`config.mk`:
```
export PLATFORM = sky130hd
export DESIGN_NAME = max_pooling_flat
export DESIGN_NICKNAME = d
export VERILOG_FILES = /design/src/rtl/max_pooling_if.sv /design/src/rtl/max_pooling.sv /design/src/flat_wrapper.sv
export SDC_FILE = /design/constraint.sdc
export NUM_CORES = 1
export LEC_CHECK = 0
export ABC_AREA = 1
export CORE_AREA = 4 4 112 125
export DETAILED_ROUTE_END_ITERATION = 8
export DIE_AREA = 0 0 116 129
export GPL_ROUTABILITY_DRIVEN = 0
export PLACE_DENSITY = 0.73
export SYNTH_ARGS = -nofsm -noshare
export SYNTH_HDL_FRONTEND = slang
export SYNTH_SLANG_ARGS = --single-unit
```
`constraint.sdc`:
```
create_clock -name clk -period 5.8 [get_ports clk]
set_clock_uncertainty 0.1 [all_clocks]
set_input_delay 0.58 -clock clk [delete_from_list [all_inputs] [get_ports clk]]
set_output_delay 0.58 -clock clk [all_outputs]
set_load 0.02 [all_outputs]
```
`src/rtl/max_pooling_if.sv`:
```
// Window-sample / result bundle between the activation stage and the max-pooling block.
//   ifm_input  : POOL_SIZE signed samples of one pooling window (driven by master)
//   ifm_output : signed window maximum (driven by slave)
// master = upstream producer / consumer side, slave = max_pooling.
interface max_pooling_if #(
  parameter int unsigned INPUT_WIDTH  = 20,
  parameter int unsigned OUTPUT_WIDTH = 20,
  parameter int unsigned POOL_SIZE    = 4
) ();

  logic signed [INPUT_WIDTH-1:0]  ifm_input [POOL_SIZE];
  logic signed [OUTPUT_WIDTH-1:0] ifm_output;

  modport master (
    output ifm_input,
    input  ifm_output
  );

  modport slave (
    input  ifm_input,
    output ifm_output
  );

endinterface

```
`src/rtl/max_pooling.sv`:
```
// Signed max-pooling reduction over one window of POOL_SIZE samples.
// Fully pipelined binary comparator tree, one window accepted every cycle.
//   clk   : clock, all state updates on the rising edge
//   rst_n : synchronous reset, active HIGH (1 = reset), clears every pipeline register
//   pool  : max_pooling_if slave (ifm_input window in, registered ifm_output maximum out)
// Latency is ceil(log2(POOL_SIZE)) cycles (1 cycle when POOL_SIZE is 1).
module max_pooling #(
  parameter int unsigned INPUT_WIDTH  = 20,
  parameter int unsigned OUTPUT_WIDTH = 20,
  parameter int unsigned POOL_SIZE    = 4
) (
  input logic          clk,
  input logic          rst_n,
  max_pooling_if.slave pool
);

  localparam int unsigned IW = INPUT_WIDTH;
  localparam int unsigned OW = OUTPUT_WIDTH;

  // Element count of tree level k (level 0 is the raw window).
  function automatic int unsigned level_cnt(input int unsigned k);
    return (POOL_SIZE + (32'd1 << k) - 32'd1) >> k;
  endfunction

  // Offset of tree level k (k >= 1) inside the flattened node register array.
  function automatic int unsigned level_off(input int unsigned k);
    int unsigned s;
    s = 0;
    for (int unsigned j = 1; j < k; j++) s += level_cnt(j);
    return s;
  endfunction

  // The final register is the output register, so only levels 1..Levels-1 live in node_q.
  localparam int unsigned Levels    = (POOL_SIZE > 1) ? $clog2(POOL_SIZE) : 1;
  localparam int unsigned NodeTotal = level_off(Levels);
  localparam int unsigned NodeAlloc = (NodeTotal > 0) ? NodeTotal : 1;
  localparam int unsigned NLast     = level_cnt(Levels - 1);
  localparam int unsigned OffLast   = level_off(Levels - 1);

  logic signed [IW-1:0] node_q [NodeAlloc];

  // Intermediate tree levels.
  for (genvar k = 1; k < Levels; k++) begin : g_level
    localparam int unsigned NIn    = level_cnt(k - 1);
    localparam int unsigned NOut   = level_cnt(k);
    localparam int unsigned OffIn  = level_off(k - 1);
    localparam int unsigned OffOut = level_off(k);

    for (genvar i = 0; i < NOut; i++) begin : g_node
      logic signed [IW-1:0] lhs;
      logic signed [IW-1:0] win;

      if (k == 1) begin : g_lhs_in
        assign lhs = pool.ifm_input[2*i];
      end else begin : g_lhs_q
        assign lhs = node_q[OffIn + 2*i];
      end

      if (2*i + 1 < NIn) begin : g_pair
        logic signed [IW-1:0] rhs;
        if (k == 1) begin : g_rhs_in
          assign rhs = pool.ifm_input[2*i + 1];
        end else begin : g_rhs_q
          assign rhs = node_q[OffIn + 2*i + 1];
        end
        assign win = (rhs > lhs) ? rhs : lhs;
      end else begin : g_pass
        // Odd element count: the last element rides through unchanged.
        assign win = lhs;
      end

      always_ff @(posedge clk) begin
        if (rst_n) begin
          node_q[OffOut + i] <= '0;
        end else begin
          node_q[OffOut + i] <= win;
        end
      end
    end
  end

  // Final comparison feeding the output register.
  logic signed [IW-1:0] top_lhs;
  logic signed [IW-1:0] top_max;

  if (Levels == 1) begin : g_top_lhs_in
    assign top_lhs = pool.ifm_input[0];
  end else begin : g_top_lhs_q
    assign top_lhs = node_q[OffLast];
  end

  if (NLast == 2) begin : g_top_pair
    logic signed [IW-1:0] top_rhs;
    if (Levels == 1) begin : g_top_rhs_in
      assign top_rhs = pool.ifm_input[1];
    end else begin : g_top_rhs_q
      assign top_rhs = node_q[OffLast + 1];
    end
    assign top_max = (top_rhs > top_lhs) ? top_rhs : top_lhs;
  end else begin : g_top_pass
    assign top_max = top_lhs;
  end

  // Width conversion happens only here; the tree itself stays INPUT_WIDTH wide.
  logic signed [OW-1:0] result;

  if (OW >= IW) begin : g_extend
    assign result = OW'(top_max);
  end else begin : g_saturate
    // Arithmetic shift of the IW-bit extremes yields the OW-bit signed range.
    localparam logic signed [IW-1:0] SatHi = $signed({1'b0, {(IW-1){1'b1}}}) >>> (IW - OW);
    localparam logic signed [IW-1:0] SatLo = $signed({1'b1, {(IW-1){1'b0}}}) >>> (IW - OW);
    logic signed [IW-1:0] clamped;
    assign clamped = (top_max > SatHi) ? SatHi :
                     (top_max < SatLo) ? SatLo : top_max;
    assign result  = clamped[OW-1:0];
  end

  logic signed [OW-1:0] out_q;

  always_ff @(posedge clk) begin
    if (rst_n) begin
      out_q <= '0;
    end else begin
      out_q <= result;
    end
  end

  assign pool.ifm_output = out_q;

endmodule

```
`src/flat_wrapper.sv`:
```
// flat-port wrapper written by rule: the top's interface ports become plain ports
module max_pooling_flat 
#(
  parameter int unsigned INPUT_WIDTH  = 20,
  parameter int unsigned OUTPUT_WIDTH = 20,
  parameter int unsigned POOL_SIZE    = 4
)
  (clk, rst_n, pool_ifm_input, pool_ifm_output);
  max_pooling_if #(.INPUT_WIDTH(INPUT_WIDTH), .OUTPUT_WIDTH(OUTPUT_WIDTH), .POOL_SIZE(POOL_SIZE)) pool_i ();
  input logic clk;
  input logic rst_n;
  input wire logic [$bits(pool_i.ifm_input)-1:0] pool_ifm_input;
  output wire logic [$bits(pool_i.ifm_output)-1:0] pool_ifm_output;
  assign pool_i.ifm_input = {>>{pool_ifm_input}};
  assign pool_ifm_output = pool_i.ifm_output;
  max_pooling #(.INPUT_WIDTH(INPUT_WIDTH), .OUTPUT_WIDTH(OUTPUT_WIDTH), .POOL_SIZE(POOL_SIZE)) u_core (.clk(clk), .rst_n(rst_n), .pool(pool_i));
endmodule
```
==> metrics.cfg <==
[clock_tree]
clk-insertion-delay-late_ns=0.32
clock_sinks=60
cts_setup_buffers=0
clock-root-buffer=clkbuf_16
tritoncts=yes
clk_pin_slew_ns=0.05
cts_htree_levels=3
cts-buffers-inserted=9
clockBufferDepth=2
cts_resized=0
ctsHoldBuffers=0

[routing]
drc=0
avgRoutedWirePerCell_microns=10.8
drtAntennaViolNets=0
dr.pass1.iters=4
top_layer=met4
wl_met1_mm=4.75
dr_wl_met3_microns=504
drt_wl_total_mm=10.9
dr_wl_met2_mm=5.41
vias_per_cell=4.34
vias=4359
drt_iter0_markers=223

[setup_path]
startpoint=pool_ifm_input[79]
rr_startpoint=u_core.node_q[0][19]$_SDFF_PP0_
worst-setup-path-type=in -> reg
r2r-end=u_core.pool.ifm_output[15]$_SDFF_PP0_
worstSetupStartpointType=primary input
required_ns=5.91
end_kind=flip-flop
r2r_cells=11
path_max_fanout=21
critical_path_arrival_ns=3.45
cp-endpoint=u_core.node_q[0][2]$_SDFF_PP0_
r2r_setup_slack_ns=2.53

[power]
p_sw_frac=0.339
p_leak_uw=0.00369
pwr-share-clk=0.318
seq_power_share=0.304
peakVddDrop_v=0.000162
power.switching_uw=572
combinationalPowerShare=0.377
power.internal_uw=1120
p_per_area_nw_per_um2=277
total_power_uw=1690

[layout]
finalInstanceArea_sq_um=6100
diodes=0
syn_to_final_growth_pct=28.3
drive_gt1_frac=0.0943
nNetsFinal=986

[logic_synthesis]
ys_seq_area_frac=0.253
ys_warn_count=0
synthesis.area_sq_um=4750
avgSynthCellArea_sq_um=6.30
syn-instance-count=754
synth_cell_types=18
syn_nets=896
yosys_register_bits=60

[timing]
slew_violations=0
worst_pin_slew_ns=0.967
setup_slack_ns=2.46
rsz0062_at_grt=no
setup_tns_ns=0
fmax_mhz=300
period_needed_ns=3.34
slew_headroom=0.353
setup_viol=0
post-route-period-util=0.575
final_hold_viol_count=0

[grt]
grt_pass1_vias=4006
grt_first_pass_wirelength_mm=17.9
grt_usage=0.148
antenna_found_initial=0
grt.overflow.total=0
grt_max_degree=61

[die]
die_h_microns=129
initial_core_util=0.377
die_w_microns=116
ios=102
placementRows=43
die_area_sq_um=15000
core_area_sq_um=12600

[placement]
place_ws_ns=2.11
hpwl_mm=8.74
io_buffer_count=101
placedInstanceArea_sq_um=5790

[job]
drv_cap=0

[status]
status=complete, no violations

[worst_hold_path]
hp-class=reg -> reg

-- layout make-up --
cell class,count,area [sq um]
clock buffers,12,267
clock inverters,3,45.0
fillers,1304,6490
inverters,214,803
multi-input cells,456,2560
flip-flops and latches,60,1200
well taps,157,196
repair buffers,103,1030
-- power groups by stage --
| stage | logic, uW | clock network, uW | registers, uW |
|---|---|---|---|
| after global placement | 629 | 0 | 522 |
| after floorplan | 411 | 0 | 564 |
| after CTS | 645 | 552 | 515 |
| after detailed placement | 640 | 0 | 523 |
| after global routing | 726 | 573 | 521 |
| final | 638 | 538 | 514 |
-- through the flow --
| step | cells | utilization | hold WS (ns) |
|---|---|---|---|
| 6_report | 1005 | 0.484 | 0.445 |
| 3_5_place_dp | 990 | 0.460 | 0.432 |
| 5_1_grt | 1005 | 0.484 | 0.472 |
| 2_1_floorplan | 754 | - | 0.395 |
| 4_1_cts | 1005 | 0.484 | 0.448 |
| 3_3_place_gp | 990 | 0.460 | 0.426 |
-- worst min path at each step --
stage                                    start                                    end  slack [ns]  depth (start not counted)
6_report        u_core.node_q[0][2]$_SDFF_PP0_   u_core.pool.ifm_output[2]$_SDFF_PP0_        0.45                          4
5_1_grt         u_core.node_q[0][0]$_SDFF_PP0_   u_core.pool.ifm_output[0]$_SDFF_PP0_        0.47                          4
4_1_cts         u_core.node_q[0][0]$_SDFF_PP0_   u_core.pool.ifm_output[0]$_SDFF_PP0_        0.45                          4
3_5_place_dp    u_core.node_q[0][0]$_SDFF_PP0_   u_core.pool.ifm_output[0]$_SDFF_PP0_        0.43                          4
3_3_place_gp    u_core.node_q[0][0]$_SDFF_PP0_   u_core.pool.ifm_output[0]$_SDFF_PP0_        0.43                          4
2_1_floorplan  u_core.node_q[0][14]$_SDFF_PP0_  u_core.pool.ifm_output[14]$_SDFF_PP0_        0.40                          4
-- worst max-delay path: stages --
cell and delay (ns):
clkdlybuf4s50_1 0.45, inv_1 0.05, ha_1 0.35, nand2_1 0.10, nor2_2 0.14, nand2_2 0.08
nor2_4 0.12, nand4_1 0.61, nand3_2 0.74, nand2_1 0.09, inv_1 0.08, nor2_2 0.04
-- cell families (layout without fill, tap and decap cells) --
family | Yosys count | count (layout) | share of synthesized area
adders and majority gates | 60 | 60 | 0.158
DFF | 60 | 60 | 0.253
buffers and inverters | 238 | 332 | 0.209
and+or+nand+nor | 372 | 372 | 0.354
AOI/OAI and AO/OA | 24 | 24 | 0.0269
-- Yosys cell counts --
cell | number | share of area
nand4_1 | 9 | 0.012
nor2_2 | 4 | 0.0053
buf_1 | 6 | 0.0047
nand2_2 | 53 | 0.070
nand3_1 | 63 | 0.066
nand2_1 | 163 | 0.13
clkinv_1 | 1 | 0.00079
ha_1 | 60 | 0.16
a21oi_1 | 18 | 0.019
dfxtp_1 | 60 | 0.25
nor2_1 | 74 | 0.058
nand3_2 | 3 | 0.0063
buf_6 | 12 | 0.028
o21ai_0 | 3 | 0.0032
inv_1 | 213 | 0.17
a21o_1 | 3 | 0.0047
buf_2 | 6 | 0.0063
nor2_4 | 3 | 0.0071
-- per-layer routing --
metal / global-route usage / vias to the layer above
met4: 0.0437 / 0
met2: 0.259 / 86
met5: 0 / -
met1: 0.181 / 1874
met3: 0.0334 / 18
li1: - / 2381
-- layout by cell type (no fill, tap or decap) --
cell,netlist,routed
bufinv_16,0,1
nor2_4,3,3
nand4_1,9,9
nand2_1,163,163
clkbuf_16,0,9
inv_1,213,213
clkinvlp_4,0,2
clkdlybuf4s50_1,0,101
ha_1,60,60
nand3_1,63,63
nor2_2,4,4
buf_4,0,2
clkinv_1,1,1
clkbuf_8,0,3
nand2_2,53,53
o21ai_0,3,3
dfxtp_1,60,60
nor2_1,74,74
nand3_2,3,3
a21oi_1,18,18
a21o_1,3,3
-- flip-flops by register name (all words and copies together) (netlist names) --
register and count:
u_core.pool.ifm_output 20, u_core.node_q 40
(Power assumes the default switching activity.)
